`src/rtl/dram_copy_engine.sv`:
```
// dram_copy_engine
//   Block copier sitting on the DRAM controller user interface in the user
//   clock domain. A job copies JOB_ELEM blocks from JOB_SRC to JOB_DST, one
//   chunk of up to 2**CHUNK_LOG blocks at a time. Each chunk is first read
//   into a local show-ahead buffer and then written back out.
//
// Ports
//   CLK, RST_X                 user clock, asynchronous active-low reset
//   JOB_GO/SRC/DST/ELEM        job start pulse and parameters (sampled in IDLE)
//   JOB_BUSY, JOB_DONE         job in flight / one-cycle completion pulse
//   D_REQ, D_INITADR, D_ELEM   request to the controller (D_REQ is one cycle wide)
//   D_DIN, D_W                 write data (buffer head) and its consume strobe
//   D_DOUT, D_DOUTEN           read data and its valid strobe
//   D_BUSY                     controller is executing a request

`ifndef APPDATA_WIDTH
`define APPDATA_WIDTH 128
`endif
`ifndef DRAM_REQ_READ
`define DRAM_REQ_READ 2'b01
`endif
`ifndef DRAM_REQ_WRITE
`define DRAM_REQ_WRITE 2'b10
`endif
`ifndef MEM_LAST_ADDR
`define MEM_LAST_ADDR 32'h03FF_FFF8
`endif

module dram_copy_engine #(
  parameter int unsigned CHUNK_LOG = 4,
  parameter int unsigned DW        = `APPDATA_WIDTH
) (
  input  logic          CLK,
  input  logic          RST_X,
  input  logic          JOB_GO,
  input  logic [31:0]   JOB_SRC,
  input  logic [31:0]   JOB_DST,
  input  logic [31:0]   JOB_ELEM,
  output logic          JOB_BUSY,
  output logic          JOB_DONE,
  output logic [1:0]    D_REQ,
  output logic [31:0]   D_INITADR,
  output logic [31:0]   D_ELEM,
  output logic [DW-1:0] D_DIN,
  input  logic          D_W,
  input  logic [DW-1:0] D_DOUT,
  input  logic          D_DOUTEN,
  input  logic          D_BUSY
);

  localparam int unsigned DEPTH    = 1 << CHUNK_LOG;
  localparam logic [31:0] LAST     = `MEM_LAST_ADDR;
  localparam logic [1:0]  REQ_RD   = `DRAM_REQ_READ;
  localparam logic [1:0]  REQ_WR   = `DRAM_REQ_WRITE;
  localparam logic [CHUNK_LOG:0] DEPTH_N = (CHUNK_LOG+1)'(DEPTH);

  typedef enum logic [2:0] {
    S_IDLE,
    S_RD_REQ,
    S_RD_WAIT,
    S_WR_REQ,
    S_WR_WAIT,
    S_DONE
  } state_t;

  state_t r_state, w_next;

  logic [31:0]          r_src, r_dst, r_rem;
  logic [CHUNK_LOG:0]   r_n;
  logic [31:0]          r_initadr, r_elem;

  logic [DW-1:0]        r_mem [DEPTH];
  logic [CHUNK_LOG-1:0] r_wptr, r_rptr;
  logic [CHUNK_LOG:0]   r_count;

  logic                 w_rd_issue, w_wr_issue, w_push, w_pop, w_chunk_done;
  logic [CHUNK_LOG:0]   w_n;

  // Advance an address by n blocks, wrapping exactly like the controller so
  // a chunk that crosses the end of memory stays contiguous.
  function automatic logic [31:0] f_advance(input logic [31:0] cur,
                                            input logic [CHUNK_LOG:0] n);
    logic [31:0] nxt;
    nxt = cur + (32'(n) << 3);
    if (nxt > LAST) nxt = nxt - (LAST + 32'd8);
    return nxt;
  endfunction

  assign w_n          = (r_rem < 32'(DEPTH)) ? r_rem[CHUNK_LOG:0] : DEPTH_N;
  assign w_rd_issue   = (r_state == S_RD_REQ) && !D_BUSY;
  assign w_wr_issue   = (r_state == S_WR_REQ) && !D_BUSY;
  assign w_push       = (r_state == S_RD_WAIT) && D_DOUTEN;
  assign w_pop        = (r_state == S_WR_WAIT) && D_W;
  assign w_chunk_done = (r_state == S_WR_WAIT) && (r_count == '0) && !D_BUSY;

  // Request outputs are combinational in the issue cycle only; the address
  // and length are captured then so they hold until the next issue.
  always_comb begin
    w_next    = r_state;
    D_REQ     = '0;
    D_INITADR = r_initadr;
    D_ELEM    = r_elem;
    JOB_BUSY  = (r_state != S_IDLE);
    JOB_DONE  = 1'b0;
    unique case (r_state)
      S_IDLE: begin
        if (JOB_GO) w_next = (JOB_ELEM == '0) ? S_DONE : S_RD_REQ;
      end
      S_RD_REQ: begin
        if (w_rd_issue) begin
          D_REQ     = REQ_RD;
          D_INITADR = r_src;
          D_ELEM    = 32'(w_n);
          w_next    = S_RD_WAIT;
        end
      end
      S_RD_WAIT: begin
        if ((r_count == r_n) && !D_BUSY) w_next = S_WR_REQ;
      end
      S_WR_REQ: begin
        if (w_wr_issue) begin
          D_REQ     = REQ_WR;
          D_INITADR = r_dst;
          D_ELEM    = 32'(r_n);
          w_next    = S_WR_WAIT;
        end
      end
      S_WR_WAIT: begin
        // rem is updated in the same edge, so "rem - n == 0" is tested as rem == n
        if (w_chunk_done) w_next = (r_rem == 32'(r_n)) ? S_DONE : S_RD_REQ;
      end
      S_DONE: begin
        JOB_DONE = 1'b1;
        w_next   = S_IDLE;
      end
      default: w_next = S_IDLE;
    endcase
  end

  always_ff @(posedge CLK or negedge RST_X) begin
    if (!RST_X) begin
      r_state   <= S_IDLE;
      r_src     <= '0;
      r_dst     <= '0;
      r_rem     <= '0;
      r_n       <= '0;
      r_initadr <= '0;
      r_elem    <= '0;
    end else begin
      r_state <= w_next;
      if ((r_state == S_IDLE) && JOB_GO) begin
        r_src <= JOB_SRC;
        r_dst <= JOB_DST;
        r_rem <= JOB_ELEM;
      end
      if (w_rd_issue) r_n <= w_n;
      if (w_rd_issue || w_wr_issue) begin
        r_initadr <= D_INITADR;
        r_elem    <= D_ELEM;
      end
      if (w_chunk_done) begin
        r_src <= f_advance(r_src, r_n);
        r_dst <= f_advance(r_dst, r_n);
        r_rem <= r_rem - 32'(r_n);
      end
    end
  end

  // Chunk buffer. Storage is reset too so D_DIN reads zero out of reset.
  always_ff @(posedge CLK or negedge RST_X) begin
    if (!RST_X) begin
      for (int unsigned i = 0; i < DEPTH; i++) r_mem[i] <= '0;
      r_wptr  <= '0;
      r_rptr  <= '0;
      r_count <= '0;
    end else begin
      if (w_push) begin
        r_mem[r_wptr] <= D_DOUT;
        r_wptr        <= r_wptr + 1'b1;
      end
      if (w_pop) r_rptr <= r_rptr + 1'b1;
      // push and pop live in different states and never coincide
      if (w_push)     r_count <= r_count + 1'b1;
      else if (w_pop) r_count <= r_count - 1'b1;
    end
  end

  assign D_DIN = r_mem[r_rptr];

  a_no_overflow:  assert property (@(posedge CLK) disable iff (!RST_X)
                                   !(w_push && (r_count == DEPTH_N)));
  a_no_underflow: assert property (@(posedge CLK) disable iff (!RST_X)
                                   !(w_pop && (r_count == '0)));

endmodule

```
`config.mk`:
```
export PLATFORM = sky130hd
export DESIGN_NAME = dram_copy_engine
export DESIGN_NICKNAME = d
export VERILOG_FILES = /design/src/rtl/dram_copy_engine.sv
export SDC_FILE = /design/constraint.sdc
export NUM_CORES = 2
export LEC_CHECK = 0
export BUFFER_PORTS_ARGS = -buffer_cell sky130_fd_sc_hd__buf_2
export CAP_MARGIN = 20
export CORE_MARGIN = 4
export CORE_UTILIZATION = 40
export DETAILED_ROUTE_END_ITERATION = 7
export PLACE_DENSITY = 0.6
export SETUP_SLACK_MARGIN = 0.1
export SLEW_MARGIN = 0
export SYNTH_ARGS = -nofsm -noshare
export SYNTH_HDL_FRONTEND = slang
export SYNTH_SLANG_ARGS = --single-unit
```
`constraint.sdc`:
```
create_clock -name CLK -period 12.8 [get_ports CLK]
set_input_delay 1.28 -clock CLK [delete_from_list [all_inputs] [get_ports CLK]]
set_output_delay 1.28 -clock CLK [all_outputs]
set_load 0.01 [all_outputs]
```
======== After elaboration in Yosys (flattened, before gate mapping) ========
Cells that the tools add are included.
W data, S select, Z words.
word-level totals
  register bits after elaboration ......... 2,229
  bits in latches ......................... 0
  RAM bits ................................ 0
  ROM bits ................................ 0
  output and inout bits ................... 196
  word-level logic and storage cells ...... 108
  memories ................................ 0
cells by class
  add/subtract/negate cells ............... 9
  multipliers ............................. 0
  div/mod/pow operators ................... 0
  order comparisons ....................... 6
  equality and inequality tests ........... 12
  shifts and indexed selects .............. 0
  muxes and demuxes ....................... 35
  bitwise gates (word level) .............. 2
  reduce and logical (&&, ||, !) cells .... 18
operators by type and width
  kind                      number
  $bwmux W2048              1
  $bmux W128 S4             1
  $demux W128 S4            1
  $mux W128                 3
  $mux W32                  12
  $pmux W32 S2              2
  $add A32 B8 Y32           2
  $gt A32 B26 Y1 const B    2
  $sub A32 B27 Y32 const B  2
  $eq A32 B5 Y1             1
  $logic_not A32 Y1         1
  $lt A32 B5 Y1 const B     1
  $sub A32 B5 Y32           1
  $mux W3                   7
  $mux W5                   3
  $pmux W3 S5               1
  $ge A5 B5 Y1 const B      2
  $not A4 Y5                2
  $logic_and A1 B1 Y1       9
  $add A4 B1 Y4 const B     2
  $ne A2 B2 Y1 const B      4
  $eq A3 B2 Y1 const B      2
  $eq A3 B3 Y1 const B      2
  $add A5 B1 Y5 const B     1
  15 further kinds          17

======== Depth between registers and ports, before layout ========
  word-level depth ........................ 6
  depth in mapped cells ................... 18
  depth with buffers taken out ............ 18

======== Worst setup path after synthesis ========
OpenSTA, ideal clock, no wires.
  path kind ............................... register to register
  start point ............................. register r_n[0]
  end point ............................... register r_dst[29]
  setup time .............................. 120 ps
  arrival ................................. 4,350 ps
  required time ........................... 12,680 ps
  slack ................................... 8,330 ps
  cell stages (with the launch flop) ...... 19
  period minus slack after synthesis ...... 4,470 ps
  cells stage by stage .................... dfrtp_1 -> ha_1 -> fa_1 -> a211oi_1 -> o21ai_0 -> nand3_1 -> nor2_1 -> and4_1 -> xnor2_1 -> ha_1 -> nand4_1 -> or3_1 -> nor4_1 -> nand4_1 -> nor4_4 -> mux2i_1 -> nor2_2 -> or3_1 -> a31o_1
on the way
  longest elaborated chain between the ends .. 4
ends and longest elaborated chain
  item                                                       RTL line  source
  start: declaration                                         69        logic [CHUNK_LOG:0] r_n;
  start signal: assignment                                   156       if (w_rd_issue) r_n <= w_n;
  $add A32 B8 Y32 (*)                                        84        nxt = cur + (32'(n) << 3);
  $sub A32 B27 Y32 / $gt A32 B26 Y1 (equally long branches)  85        if (nxt > LAST) nxt = nxt - (LAST + 32'd8);
  $mux W32 (*)                                               85
  $mux W32 (*)                                               161       if (w_chunk_done) begin
  end signal: assignment                                     163       r_dst <= f_advance(r_dst, r_n);
  end: declaration                                           68        logic [31:0] r_src, r_dst, r_rem;
Every way passes the cells marked *; elsewhere a longest branch is shown, timed or not.
A chain may end at the register's enable or synchronous reset.

======== Final worst setup path ========
  start point ............................. register r_rptr[0]
  end point ............................... output port D_DIN[59]
on the way
  longest elaborated chain between the ends .. 4
ends and longest elaborated chain
  item                                          RTL line  source
  start: declaration                            73        logic [CHUNK_LOG-1:0] r_wptr, r_rptr;
  start signal: assignment                      181       if (w_pop) r_rptr <= r_rptr + 1'b1;
  $not A4 Y5 (not written as such)              188       assign D_DIN = r_mem[r_rptr];
  $bmux W128 S4                                 188
  $mux W128 (not written as such) (2 in a row)  188
  end: declaration                              44        output logic [DW-1:0] D_DIN,
No other way between the ends. The select of a mux whose other input is x is not followed.

==> summary.md <==
| Metric | Value |
|---|---|
| P_leak | 0.0537 uW |
| Reg2Reg Launch Point | r_n[0]$_DFFE_PN0P_ |
| R2R Path End | r_dst[29]$_DFFE_PN0P_ |
| Post-CTS sizing | 0 |
| Combinational share of power | 31.3% |
| Worst path bufs/invs | 3 |
| DR vias/cell | 5.69 |
| Syn avg cell area | 15.7 um^2 |
| Hold Crit Class | in2async |
| Share of cells above drive strength 1 | 53.3% |
| Number of buffers created by CTS | 238 |
| CP Launch Point | r_rptr[0]$_DFFE_PN0P_ |
| Gp weighted congestion | 0.827 |
| Final setup fails | 0 |
| Crit path time final | 6330 ps |
| Max clock buf depth | 3 |
| Reg clk slew, reported paths | 60 ps |
| Setup crit end | D_DIN[59] |
| CTS tree | done |
| Final hold viol count | 0 |
| DRC | 0 |
| Synthesized Nets | 6746 |
| Fmax | 0.158 GHz |
| Cell variety after synth | 79 |
| FF-to-FF path depth | 18 |
| Worst Path Arrival | 5050 ps |
| Hold Buf Count CTS | 0 |
| Most frequent CP cell | mux4_2 |
| Avg WL per Cell | 26.1 um |
| Post-synth EDFFs | 0 |
| Post-synthesis cell area | 102000 um^2 |
| Cells after synthesis | 6485 |
| CP Capture Type | primary output |
| Number of buffers added on ports | 425 |
| Pin count of the biggest net entering global routing | 165 |
| Sw frac | 30.3% |
| Sw Pwr | 8150 uW |
| Setup TNS | 0 ps |
| Detailed Place HPWL | 150000 um |
| Delay-heaviest family, CP | buffers and inverters |
| Worst Tran Pin Value | 1140 ps |
| Clock power share | 26.5% |
| Clock skew | 62.3 ps |
| Worst Path Required | 11520 ps |
| Status | finished, final reports clean |
| Commonest cells in the netlist | dfrtp_1 (2229), mux2_2 (2051), mux4_2 (640), clkbuf_1 (497), nand2_1 (162) |
| # IOs | 426 |
| Drt total wl | 268000 um |
| Top-count cell post-synth | dfrtp_1 |
| FF+latch count, synth | 2229 |
| CP Launch Type | register |
| Register area share after synthesis | 54.9% |
| Antenna violations before repair | 62 |
| VDD IR max | 0.000170 V |
| CTS sink cnt | 2229 |
| Main area contributors after synthesis | dfrtp_1 (55%), mux2_2 (23%), mux4_2 (14%) |
| Fin. max-slew vios | 0 |
| Maxcap violations | 0 |
| Aggregate global-route resource usage | 20.3% |
| Worst reg-to-reg setup slack | 7330 ps |
| NumNets Final | 6945 |
| CP Depth | 5 |
| Largest area contributor in the netlist | dfrtp_1 |
| Power Density | 233 nW/um^2 |
| Internal Dissipation | 18700 uW |
| Iteration-0 DRC Markers | 3729 |
| Die H | 512 um |
| Clk_lat worst skew | 900 ps |
| Synth Flop Type | dfrtp_1 |
| Post-CTS Setup Bufs | 0 |
| Vias | 58300 |
| Critical path cell sequence | buf_12 -> buf_4 -> mux4_2 -> mux4_2 -> buf_2 |
| Grt ovf | 0 |
| Clk root buf | clkbuf_16 |
| Setup CP Type | reg2out |
| CTS HTree Levels | 4 |
| Yosys top cell area share | 54.9% |
| Area Overhead vs Synth | 13.5% |
| Site Rows | 184 |
| Initial Util | 40.3% |
| Remaining antenna violation count | 0 |
| Crit-path max FO | 99 |
| Slowest cell delay on critical path | 1040 ps |
| Die width | 512 um |
| Placed Instances | 9786 |
| Yosys warnings | 0 |
| CP max stage cell | dfrtp_4 |
| Core Box Area | 252000 um^2 |
| RSZ-0062 raised after global routing | no |
| Vias in the first global route | 62600 |
| Final cell count without fillers | 10300 |
| Tcrit/Tclk final | 49.4% |
| First-pass GRT wire length | 409000 um |
| Seq pwr share | 42.1% |
| Filler cells | 22100 |
| Die ar. | 262000 um^2 |
| Slew margin rel. | 24.0% |
| DR pass1 iterations | 6 |
| Synth async-reset ratio | 100% |
[metrics by stage]
stage / cell area (um^2) / hold WS, ps / power (uW) / util, % / setup WS, ps
2_1_floorplan: 102000 / 439 / 17200 / - / 8330
3_3_place_gp: 107000 / 456 / 19600 / 42.4 / 7170
3_5_place_dp: 107000 / 463 / 20000 / 42.4 / 7120
4_1_cts: 115000 / 336 / 27200 / 45.7 / 6250
5_1_grt: 115000 / 381 / 28400 / 45.7 / 6040
6_report: 115000 / 363 / 26900 / 45.7 / 6470
[metal layers]
layer	wire length, um	track usage [%]
met2	131000	33.7
met4	6430	5.42
met5	138	0
met1	118000	27.7
met3	12100	3.58
[logic make-up after synthesis]
group	synth area share, %
DFF	54.9
muxes	37.3
AOI/OAI and AO/OA	2.17
adders and majority gates	0.411
xor gates and xnor gates	0.336
buffers and inverters	2.28
and+or+nand+nor	2.61
[worst reg2reg max path: stages, from the launching register on]
cell and delay (ps):
dfrtp_1 510, ha_1 310, fa_1 470, a211oi_1 450, o21ai_0 270, nand3_1 250
nor2_1 120, and4_1 240, xnor2_1 340, ha_1 290, nand4_1 100, or3_1 320
nor4_1 190, nand4_1 220, nor4_4 380, mux2i_1 260, nor2_2 90, or3_1 330
a31o_1 220
[worst min-delay path by stage]
stage                          startpoint                       to  slack (ps)  cells past startpoint
finish                              RST_X  r_mem[1772]$_DFFE_PN0P_         360                      1
global route                        RST_X  r_mem[1772]$_DFFE_PN0P_         380                      1
CTS                                 RST_X  r_mem[1772]$_DFFE_PN0P_         340                      1
detailed placement  r_elem[4]$_DFFE_PN0P_    r_elem[4]$_DFFE_PN0P_         460                      2
global placement    r_elem[4]$_DFFE_PN0P_    r_elem[4]$_DFFE_PN0P_         460                      2
floorplan           r_elem[4]$_DFFE_PN0P_    r_elem[4]$_DFFE_PN0P_         440                      2
[cells in the final DEF (no fill, tap or decap), types with 18 or more instances in the layout]
| cell | synthesis | routed |
|---|---|---|
| clkbuf_8 | 2 | 59 |
| mux2_2 | 2051 | 2051 |
| nor2b_1 | 61 | 61 |
| a31oi_1 | 18 | 18 |
| xnor2_1 | 29 | 29 |
| buf_2 | 2 | 424 |
| o21ai_0 | 71 | 71 |
| nand2_1 | 162 | 150 |
| ha_1 | 27 | 27 |
| buf_4 | 3 | 90 |
| clkinv_2 | 0 | 48 |
| nor3_1 | 26 | 26 |
| a21oi_1 | 112 | 112 |
| inv_1 | 28 | 28 |
| o311ai_0 | 23 | 23 |
| nor4_1 | 30 | 29 |
| mux2i_1 | 38 | 38 |
| dfrtp_1 | 2229 | 2224 |
| bufinv_16 | 0 | 18 |
| a221o_1 | 25 | 25 |
| mux4_2 | 640 | 640 |
| nor2_1 | 88 | 87 |
| nand3_1 | 53 | 49 |
| clkbuf_16 | 0 | 238 |
| nand4_1 | 18 | 18 |
| clkbuf_1 | 497 | 55 |
[state kept, by name, indices dropped and copies added, names as in the netlist]
signal / cells
r_initadr: 32
r_state: 3
r_count: 5
r_wptr: 4
r_elem: 32
r_dst: 32
r_mem: 2048
r_rptr: 4
r_src: 32
r_rem: 32
r_n: 5
[power by group through the flow]
stage	clock (uW)	sequential, uW	combinational [uW]
floorplan	0	10700	6490
global placement	0	11300	8340
detailed placement	0	11400	8550
CTS	7320	11300	8580
global route	7610	11600	9160
finish	7130	11300	8420
[final cells by class]
| cell class | instances | area [um^2] | area share, % |
|---|---|---|---|
| Clock buffer | 352 | 6970 | 6.05 |
| Multi-Input combinational cell | 3654 | 43700 | 37.9 |
| Sequential cell | 2229 | 55800 | 48.4 |
| Inverter | 28 | 105 | 0.0911 |
| Timing Repair Buffer | 533 | 3220 | 2.80 |
| Antenna cell | 14 | 35.0 | 0.0304 |
| Clock inverter | 96 | 1310 | 1.14 |
| Tap cell | 3348 | 4190 | 3.63 |
No activity file was read; power rests on OpenSTA's default activity.
